===== src/rtl/grayscale_if.sv =====
// grayscale: FIFO-side bundle.
// Input FIFO pop side plus output FIFO push side.
interface grayscale_if #(
  parameter int DWIDTH_IN  = 24,
  parameter int DWIDTH_OUT = 8
);
  logic                  fifo_in_rd_en;
  logic [DWIDTH_IN-1:0]  fifo_in_dout;
  logic                  fifo_in_empty;
  logic                  fifo_out_wr_en;
  logic [DWIDTH_OUT-1:0] fifo_out_din;
  logic                  fifo_out_full;

  modport master (
    output fifo_in_rd_en,
    input  fifo_in_dout,
    input  fifo_in_empty,
    output fifo_out_wr_en,
    output fifo_out_din,
    input  fifo_out_full
  );

  modport slave (
    input  fifo_in_rd_en,
    output fifo_in_dout,
    output fifo_in_empty,
    input  fifo_out_wr_en,
    input  fifo_out_din,
    output fifo_out_full
  );
endinterface


===== src/rtl/grayscale.sv =====
// grayscale: RGB888 to 8-bit luma, 3-stage pipe.
// Frames are drained before the next one is read.
module grayscale #(
  parameter int DWIDTH_IN  = 24,
  parameter int DWIDTH_OUT = 8,
  parameter int IMG_WIDTH  = 720,
  parameter int IMG_HEIGHT = 540
) (
  input  logic        clock,
  input  logic        reset,
  grayscale_if.master bus,
  output logic        frame_done
);

  localparam int NPIX = IMG_WIDTH * IMG_HEIGHT;
  localparam int CW   = (NPIX > 1) ? $clog2(NPIX) : 1;
  localparam logic [CW-1:0] LAST = CW'(NPIX - 1);

  typedef enum logic {
    RUN,
    DRAIN
  } state_t;

  state_t        state;
  state_t        state_n;
  logic [CW-1:0] count;
  logic [CW-1:0] count_n;
  logic          done_n;

  logic          v1;
  logic          v2;
  logic          v3;
  logic [7:0]    r1;
  logic [7:0]    g1;
  logic [7:0]    b1;
  logic [15:0]   p_r;
  logic [15:0]   p_g;
  logic [15:0]   p_b;
  logic [15:0]   sum;
  logic          advance;
  logic          rd_en;
  logic          wr_en;

  // Handshake: the pipe moves unless a held result faces a full FIFO.
  assign advance = !v3 || !bus.fifo_out_full;
  assign rd_en   = reset && (state == RUN)
                && !bus.fifo_in_empty && advance;
  assign wr_en   = reset && v3 && !bus.fifo_out_full;
  assign sum     = p_r + p_g + p_b;

  assign bus.fifo_in_rd_en  = rd_en;
  assign bus.fifo_out_wr_en = wr_en;

  // Datapath: fields, weighted products, truncated sum.
  always_ff @(posedge clock) begin
    if (!reset) begin
      v1               <= 1'b0;
      v2               <= 1'b0;
      v3               <= 1'b0;
      r1               <= '0;
      g1               <= '0;
      b1               <= '0;
      p_r              <= '0;
      p_g              <= '0;
      p_b              <= '0;
      bus.fifo_out_din <= '0;
    end else if (advance) begin
      v1               <= rd_en;
      r1               <= bus.fifo_in_dout[23:16];
      g1               <= bus.fifo_in_dout[15:8];
      b1               <= bus.fifo_in_dout[7:0];
      v2               <= v1;
      p_r              <= 16'(r1) * 16'd77;
      p_g              <= 16'(g1) * 16'd150;
      p_b              <= 16'(b1) * 16'd29;
      v3               <= v2;
      bus.fifo_out_din <= DWIDTH_OUT'(sum[15:8]);
    end
  end

  // Frame control state: mode, pixel count, done pulse.
  always_ff @(posedge clock) begin
    if (!reset) begin
      state      <= RUN;
      count      <= '0;
      frame_done <= 1'b0;
    end else begin
      state      <= state_n;
      count      <= count_n;
      frame_done <= done_n;
    end
  end

  // Next state: wrap on the last read, wait for an empty pipe.
  always_comb begin
    state_n = state;
    count_n = count;
    done_n  = 1'b0;
    unique case (state)
      RUN: begin
        if (rd_en) begin
          if (count == LAST) begin
            count_n = '0;
            state_n = DRAIN;
          end else begin
            count_n = count + 1'b1;
          end
        end
      end
      DRAIN: begin
        if (!(v1 || v2 || v3)) begin
          done_n  = 1'b1;
          state_n = RUN;
        end
      end
      default: state_n = RUN;
    endcase
  end

endmodule


===== src/flat_wrapper.sv =====
// flat-port wrapper written by rule: the top's interface ports become plain ports
module grayscale_flat 
#(
  parameter int DWIDTH_IN  = 24,
  parameter int DWIDTH_OUT = 8,
  parameter int IMG_WIDTH  = 720,
  parameter int IMG_HEIGHT = 540
)
  (clock, reset, frame_done, bus_fifo_in_rd_en, bus_fifo_in_dout, bus_fifo_in_empty, bus_fifo_out_wr_en, bus_fifo_out_din, bus_fifo_out_full);
  grayscale_if #(.DWIDTH_IN(DWIDTH_IN), .DWIDTH_OUT(DWIDTH_OUT)) bus_i ();
  input  logic clock;
  input  logic reset;
  output logic frame_done;
  output wire logic [$bits(bus_i.fifo_in_rd_en)-1:0] bus_fifo_in_rd_en;
  input wire logic [$bits(bus_i.fifo_in_dout)-1:0] bus_fifo_in_dout;
  input wire logic [$bits(bus_i.fifo_in_empty)-1:0] bus_fifo_in_empty;
  output wire logic [$bits(bus_i.fifo_out_wr_en)-1:0] bus_fifo_out_wr_en;
  output wire logic [$bits(bus_i.fifo_out_din)-1:0] bus_fifo_out_din;
  input wire logic [$bits(bus_i.fifo_out_full)-1:0] bus_fifo_out_full;
  assign bus_fifo_in_rd_en = bus_i.fifo_in_rd_en;
  assign bus_i.fifo_in_dout = bus_fifo_in_dout;
  assign bus_i.fifo_in_empty = bus_fifo_in_empty;
  assign bus_fifo_out_wr_en = bus_i.fifo_out_wr_en;
  assign bus_fifo_out_din = bus_i.fifo_out_din;
  assign bus_i.fifo_out_full = bus_fifo_out_full;
  grayscale #(.DWIDTH_IN(DWIDTH_IN), .DWIDTH_OUT(DWIDTH_OUT), .IMG_WIDTH(IMG_WIDTH), .IMG_HEIGHT(IMG_HEIGHT)) u_core (.clock(clock), .reset(reset), .bus(bus_i), .frame_done(frame_done));
endmodule

===== config.mk =====
export PLATFORM = sky130hd
export DESIGN_NAME = grayscale_flat
export DESIGN_NICKNAME = d
export VERILOG_FILES = /design/src/rtl/grayscale_if.sv /design/src/rtl/grayscale.sv /design/src/flat_wrapper.sv
export SDC_FILE = /design/constraint.sdc
export NUM_CORES = 1
export LEC_CHECK = 0
export CAP_MARGIN = 20
export CORE_ASPECT_RATIO = 2
export CORE_UTILIZATION = 45
export CTS_CLUSTER_SIZE = 25
export DETAILED_ROUTE_END_ITERATION = 6
export GPL_ROUTABILITY_DRIVEN = 1
export MAX_ROUTING_LAYER = met4
export PLACE_DENSITY = 0.59
export SYNTH_ARGS = -nofsm -noshare
export SYNTH_HDL_FRONTEND = slang
export SYNTH_SLANG_ARGS = --single-unit

===== constraint.sdc =====
create_clock -name clock -period 5.67 [get_ports clock]
set_input_delay 0.8505 -clock clock [delete_from_list [all_inputs] [get_ports clock]]
set_output_delay 0.8505 -clock clock [all_outputs]
set_load 0.1 [all_outputs]

==> results of run 1 <==
## path summary, 6_finish.rpt
kind / from / end / cells past startpoint / slack [ns]
max: u_core.r1[5]$_SDFFE_PN0N_ / u_core.p_r[14]$_SDFFE_PN0N_ / 13 / 1.80
min: u_core.p_b[7]$_SDFFE_PN0N_ / u_core.p_b[7]$_SDFFE_PN0N_ / 2 / 0.45
max reg2reg: u_core.r1[5]$_SDFFE_PN0N_ / u_core.p_r[14]$_SDFFE_PN0N_ / 13 / 1.80
min reg2reg: u_core.p_b[7]$_SDFFE_PN0N_ / u_core.p_b[7]$_SDFFE_PN0N_ / 2 / 0.45
## routing by layer
layer / GRT usage / vias to the layer above / share of wire
li1: - / 3014 / -
met2: 0.421 / 90 / 0.58
met5: - / - / 0
met4: 0.125 / 0 / 0.041
met1: 0.205 / 2860 / 0.36
met3: 0.0267 / 38 / 0.023
## cell usage in the layout (no fill, tap or decap), types with 4 or more instances in the layout
cell type	n
xor2_1	23
buf_4	5
a211oi_1	12
nand3_1	28
xnor2_1	14
nor3_1	10
or3_1	5
nor2b_1	4
nor4b_1	4
ha_1	114
nor2_1	54
and3_1	5
fa_1	38
o21a_1	8
nor3b_1	4
a21o_1	9
o211ai_1	5
nor4_1	4
nand2_1	126
dfxtp_1	99
clkbuf_16	9
o21ai_0	36
inv_1	97
a31oi_1	8
a21oi_1	72
nand4_1	10
clkdlybuf4s50_1	37
## metrics by stage
stage	cells	setup slack, ns	util
after global routing	1094	1.53	0.513
after CTS	1094	1.76	0.513
after detailed placement	1078	1.76	0.496
after global placement	1078	1.87	0.496
final	1094	1.80	0.513
after floorplan	870	2.03	-
## cell type report
cell class / count / area [sq um] / area share
multi-input cells: 638 / 4850 / 0.596
flip-flops and latches: 99 / 1980 / 0.244
repair buffers: 42 / 408 / 0.0501
inverters: 98 / 368 / 0.0452
well taps: 201 / 251 / 0.0309
clock buffers: 9 / 225 / 0.0277
clock inverters: 7 / 52.6 / 0.00646
## sequential cells by signal, indices dropped and copies added, names as in the netlist
name and cells:
u_core.b1 8, u_core.state 1, u_core.v2 1, u_core.r1 8, u_core.p_r 15, u_core.p_b 13
u_core.frame_done 1, u_core.count 19, u_core.v1 1, u_core.g1 8, u_core.p_g 15, u_core.v3 1
u_core.bus.fifo_out_din 8
## cell families after synthesis
logic type                 share of synthesized area
and+or+nand+nor                                0.166
AOI/OAI and AO/OA                              0.148
adders and majority gates                      0.298
buffers and inverters                         0.0702
DFF                                            0.270
xor gates and xnor gates                      0.0441
muxes                                        0.00409
## power breakdown
part           total [mW]  switching [mW]  internal, mW
combinational       0.971           0.603         0.368
sequential          0.841          0.0674         0.774
clock               0.593           0.292         0.301
## worst register-to-register path, cell delays in order, from the launching register on
cell and delay (ns):
dfxtp_1 0.44, ha_1 0.28, ha_1 0.27, inv_1 0.05, fa_1 0.50, fa_1 0.52
inv_1 0.04, ha_1 0.35, o21a_1 0.19, o21a_1 0.16, o32ai_1 0.20, o21ai_0 0.20
a2111oi_0 0.46, nor3_1 0.09
==> summary.txt, run 1 <==
Critical path
  – Crit Path Class: register to register
  – Critical Path Fanout Max: 5
  – CP Capture Type: register
  – Max stage delay on crit path: 0.52 ns
  – Crit path DAT: 4.10 ns
  – Slowest stage cell, crit path: fa_1
  – Crit path cell chain: ha_1 -> ha_1 -> inv_1 -> fa_1 -> fa_1 -> inv_1 -> ha_1 -> o21a_1 -> o21a_1 -> o32ai_1 -> o21ai_0 -> a2111oi_0 -> nor3_1
  – CP bufs+invs: 2
  – Required time worst endpoint: 5.90 ns
  – Most used cell, CP: ha_1
  – Worst setup SP type: register
  – Cell family with most CP delay: adder cells

Cells and area
  – Fin nets: 1,068
  – Layout cells sized above 1: 0.0336
  – Post-layout instance area: 8140 sq um
  – Area growth from synthesis to layout: 10.8%
  – Antenna cells: 0
  – Fill count: 1,574

Synth
  – Synth Flop Type: dfxtp_1
  – Most common library cells after synthesis: nand2_1 (127), ha_1 (114), dfxtp_1 (99)
  – Synth async-reset ratio: 0
  – Seq cells post-synth: 99
  – Mapped Area: 7340 sq um
  – Area leader, netlist: dfxtp_1
  – Synth Warn #: 0
  – Number of synthesized flops with an enable pin: 0
  – Most common cell in the synthesized netlist: nand2_1
  – Syn nets: 1,050
  – Seq/Total Area, Yosys: 0.270
  – Most area-consuming cells after synthesis: dfxtp_1 (27%), ha_1 (19%), fa_1 (10%)
  – Netlist cell types: 56
  – Post-synth top area share: 0.270
  – Mapped Avg Cell Area: 8.44 sq um
  – Cells after Synth: 870

Clock network
  – Post-CTS Resized: 0
  – Setup bufs post-CTS: 0
  – Register clock-pin slew on the reported worst setup and hold paths: 0.07 ns
  – Cts hold-fix bufs: 0
  – Root Driver: clkbuf_16
  – Total CTS buffers: 9
  – CTS tree: done
  – Max Root-Sink Buffers: 2
  – Level count of the clock H-tree: 3
  – Clock Latency Late Sink: 0.36 ns
  – CTS sink count: 99

STA
  – Worst hold slack: 0.450 ns
  – Final hold viol count: 0
  – Worst clock skew: 0.0106 ns
  – Final period utilization: 0.682
  – Final min period: 3.87 ns
  – Setup TNS: 0 ns
  – Final setup fails: 0
  – RSZ-0062 raised after global routing: no
  – Slew @ Worst Pin: 0.981 ns
  – Slew headroom: 0.344
  – Fmax: 259 MHz
  – Max Slew Vio Count: 0

Power and ir drop
  – Pleak: 3.83 nW
  – Peak supply drop: 0.141 mV
  – P per Cell Area: 296 nW/um^2
  – Tot Pwr: 2.41 mW

Floorplanning
  – FP Rows: 65
  – IO Pins: 39
  – Core Region: 15,900 sq um
  – Starting Density: 0.463
  – Die Y: 183 um
  – Die Area: 16,900 sq um
  – Die W: 92.3 um

Hold path
  – Hold Crit Class: register to register

Routing
  – Drt first pass iters: 4
  – DRT Wirelength: 17,000 um
  – DR DRC count: 0
  – Routed len/inst: 15.5 um
  – Via density: 5.49
  – Routed vias: 6,002
  – Detail Route Antenna Nets: 0
  – Initial detailed-routing violation count: 262

GRT
  – GRT overflow: 0
  – Largest net degree at the start of global routing: 66
  – Aggregate global-route resource usage: 0.221
  – Initial antenna violation count: 0
  – First-pass GRT wire length: 28,500 um
  – Number of global-route vias before repair: 6,189

Run status
  – Status: finished, final reports clean

Placed design
  – Placed cell area: 7860 sq um
  – HPWL after DPL: 13,200 um
  – PortBufs: 38
  – Final GP Congestion: 0.879

Run
  – Max-cap check violation count: 0
No activity file was read; power rests on OpenSTA's default activity.
==> run 2, diff against run 1 <==
- PLACE_DENSITY: 0.59 -> 0.61
- clock period: 5.67 -> 3.2 ns (I/O delays scaled with it)
==> summary.txt, run 2 (synthesis results as in run 1) <==
Cells and area
  – Area growth from synthesis to layout: 23.0%
  – Max reg flops: 19
  – Layout cells sized above 1: 0.169
  – Antenna cells: 0
  – Leading registers by flop count: u_core.count (19), u_core.p_g (15), u_core.p_r (15)
  – Commonest non-fill, non-tap cells in the layout: nand2_1 (126), ha_1 (96), dfxtp_1 (91)
  – Fin nets: 1,128
  – Top reg by flops: u_core.count
  – Fill count: 1,465
  – Commonest non-fill, non-tap cell in the layout: nand2_1
  – Post-layout instance area: 9030 sq um

Placed design
  – PortBufs: 38
  – Final GP Congestion: 0.900
  – HPWL after DPL: 14,100 um
  – Placed cell area: 8440 sq um

Critical path
  – Reg2Reg Depth: 13
  – Max stage delay on crit path: 0.51 ns
  – Critical Path Fanout Max: 2
  – Worst setup SP type: register
  – Required time worst endpoint: 3.45 ns
  – Crit Path Class: register to register
  – Crit path DAT: 3.57 ns
  – Most used cell, CP: ha_4
  – Crit path cell chain: ha_4 -> ha_4 -> inv_2 -> fa_1 -> fa_1 -> inv_2 -> ha_4 -> a21o_1 -> a221o_1 -> a221o_1 -> a31oi_1 -> xor2_1 -> o21ai_1
  – Slowest stage cell, crit path: fa_1
  – CP Capture Type: register

STA
  – Final worst setup slack: -0.123 ns
  – Final period utilization: 1.04
  – Slew @ Worst Pin: 0.957 ns
  – Fmax: 301 MHz
  – RSZ-0062 raised after global routing: yes
  – Slew headroom: 0.360
  – Max Slew Vio Count: 0
  – Final hold viol count: 0
  – Setup TNS: -0.165 ns
  – Final min period: 3.32 ns
  – Worst clock skew: 0.00684 ns
  – Final setup fails: 3

Run status
  – Failing checks: negative setup slack
  – Status: complete, but fails checks

Power and ir drop
  – Peak supply drop: 0.276 mV
  – Pleak: 4.17 nW
  – P_sw: 1.83 mW
  – Tot Pwr: 4.69 mW
  – Cell Int Power: 2.86 mW
  – Comb power frac: 0.438
  – Clock power frac: 0.247
  – Sw Share: 0.390
  – P per Cell Area: 519 nW/um^2
  – Sequential share of power: 0.315

Routing
  – Drt first pass iters: 4
  – Routed len/inst: 15.5 um
  – DRT Wirelength: 17,900 um
  – Initial detailed-routing violation count: 155
  – Via density: 5.32
  – DR DRC count: 0
  – Detail Route Antenna Nets: 0
  – Routed vias: 6,145

Run
  – Max-cap check violation count: 0

GRT
  – Aggregate global-route resource usage: 0.228
  – Initial antenna violation count: 0
  – GRT overflow: 0
  – First-pass GRT wire length: 29,100 um
  – Number of global-route vias before repair: 6,183
  – Largest net degree at the start of global routing: 63

Floorplanning
  – FP Rows: 65
  – Die W: 92.3 um
  – Die Y: 183 um
  – Die Area: 16,900 sq um
  – Starting Density: 0.463
  – Core Region: 15,900 sq um
  – IO Pins: 39

Clock network
  – Max Root-Sink Buffers: 2
  – CTS tree: done
  – CTS sink count: 99
  – Register clock-pin slew on the reported worst setup and hold paths: 0.08 ns
  – Clock Latency Late Sink: 0.35 ns
  – Level count of the clock H-tree: 3
  – Cts hold-fix bufs: 0
  – Total CTS buffers: 9
  – Root Driver: clkbuf_16

Hold path
  – Hold Path Depth: 2
  – Hold Crit Class: register to register
[run 2: repair_timing]
action                                  in CTS  in global routing
endpoints found under the setup margin      11                 15
resized for setup                           17                 48
buffers inserted                             0                  1
gates cloned                                 0                  0
pin swaps                                    7                 20
[run 2: worst paths after layout]
check / start / to / slack (ns)
worst max-delay path: u_core.g1[6]$_SDFFE_PN0N_ / u_core.p_g[14]$_SDFFE_PN0N_ / -0.12
worst min-delay path: u_core.p_r[3]$_SDFFE_PN0N_ / u_core.p_r[3]$_SDFFE_PN0N_ / 0.46
worst min register to register: u_core.p_r[3]$_SDFFE_PN0N_ / u_core.p_r[3]$_SDFFE_PN0N_ / 0.46
worst max register to register: u_core.g1[6]$_SDFFE_PN0N_ / u_core.p_g[14]$_SDFFE_PN0N_ / -0.12
[run 2: layout make-up]
cell class                      instances  area (sq um)  share of cell area
Timing Repair Buffer                  102           883              0.0978
Sequential cell                        99          2000               0.221
Inverter                               98           368              0.0407
Clock buffer                            9           225              0.0249
Clock inverter                          7          83.8             0.00928
Tap cell                              201           251              0.0279
Multi-Input combinational cell        638          5220               0.578
[run 2: power groups by stage]
stage	Clock (mW)	Sequential (mW)	Combinational [mW]
final	1.16	1.48	2.06
after global routing	1.24	1.50	2.28
after CTS	1.19	1.48	1.94
after detailed placement	0	1.51	1.90
after global placement	0	1.50	1.88
after floorplan	0	1.68	1.15
[run 2: routing by layer]
layer  vias to the layer above  share of wire  GRT usage
met5                         -              0          -
met4                         0          0.030     0.0888
met3                        27          0.014     0.0279
met2                        67           0.59      0.456
met1                      2937           0.36      0.212
li1                       3114              -          -
[run 2: critical path: cells and delay by family, from the launching register on]
| kind | cells | cell delay (ns) |
|---|---|---|
| flip-flops | 1 | 0.35 |
| XOR/XNOR | 1 | 0.15 |
| AO/OA/AOI/OAI | 5 | 1.04 |
| buffers and inverters | 2 | 0.07 |
| adder cells (fa/ha/maj) | 5 | 1.60 |
[run 2: through the flow]
step                      std cells   util  worst slack [ns]  hold slack (ns)
final                          1154  0.569            -0.123            0.457
after global routing           1154  0.569            -0.235            0.473
after CTS                      1153  0.555            -0.122            0.457
after detailed placement       1137  0.532            -0.163            0.447
after global placement         1137  0.532            -0.105            0.441
after floorplan                 870      -           -0.0889            0.432
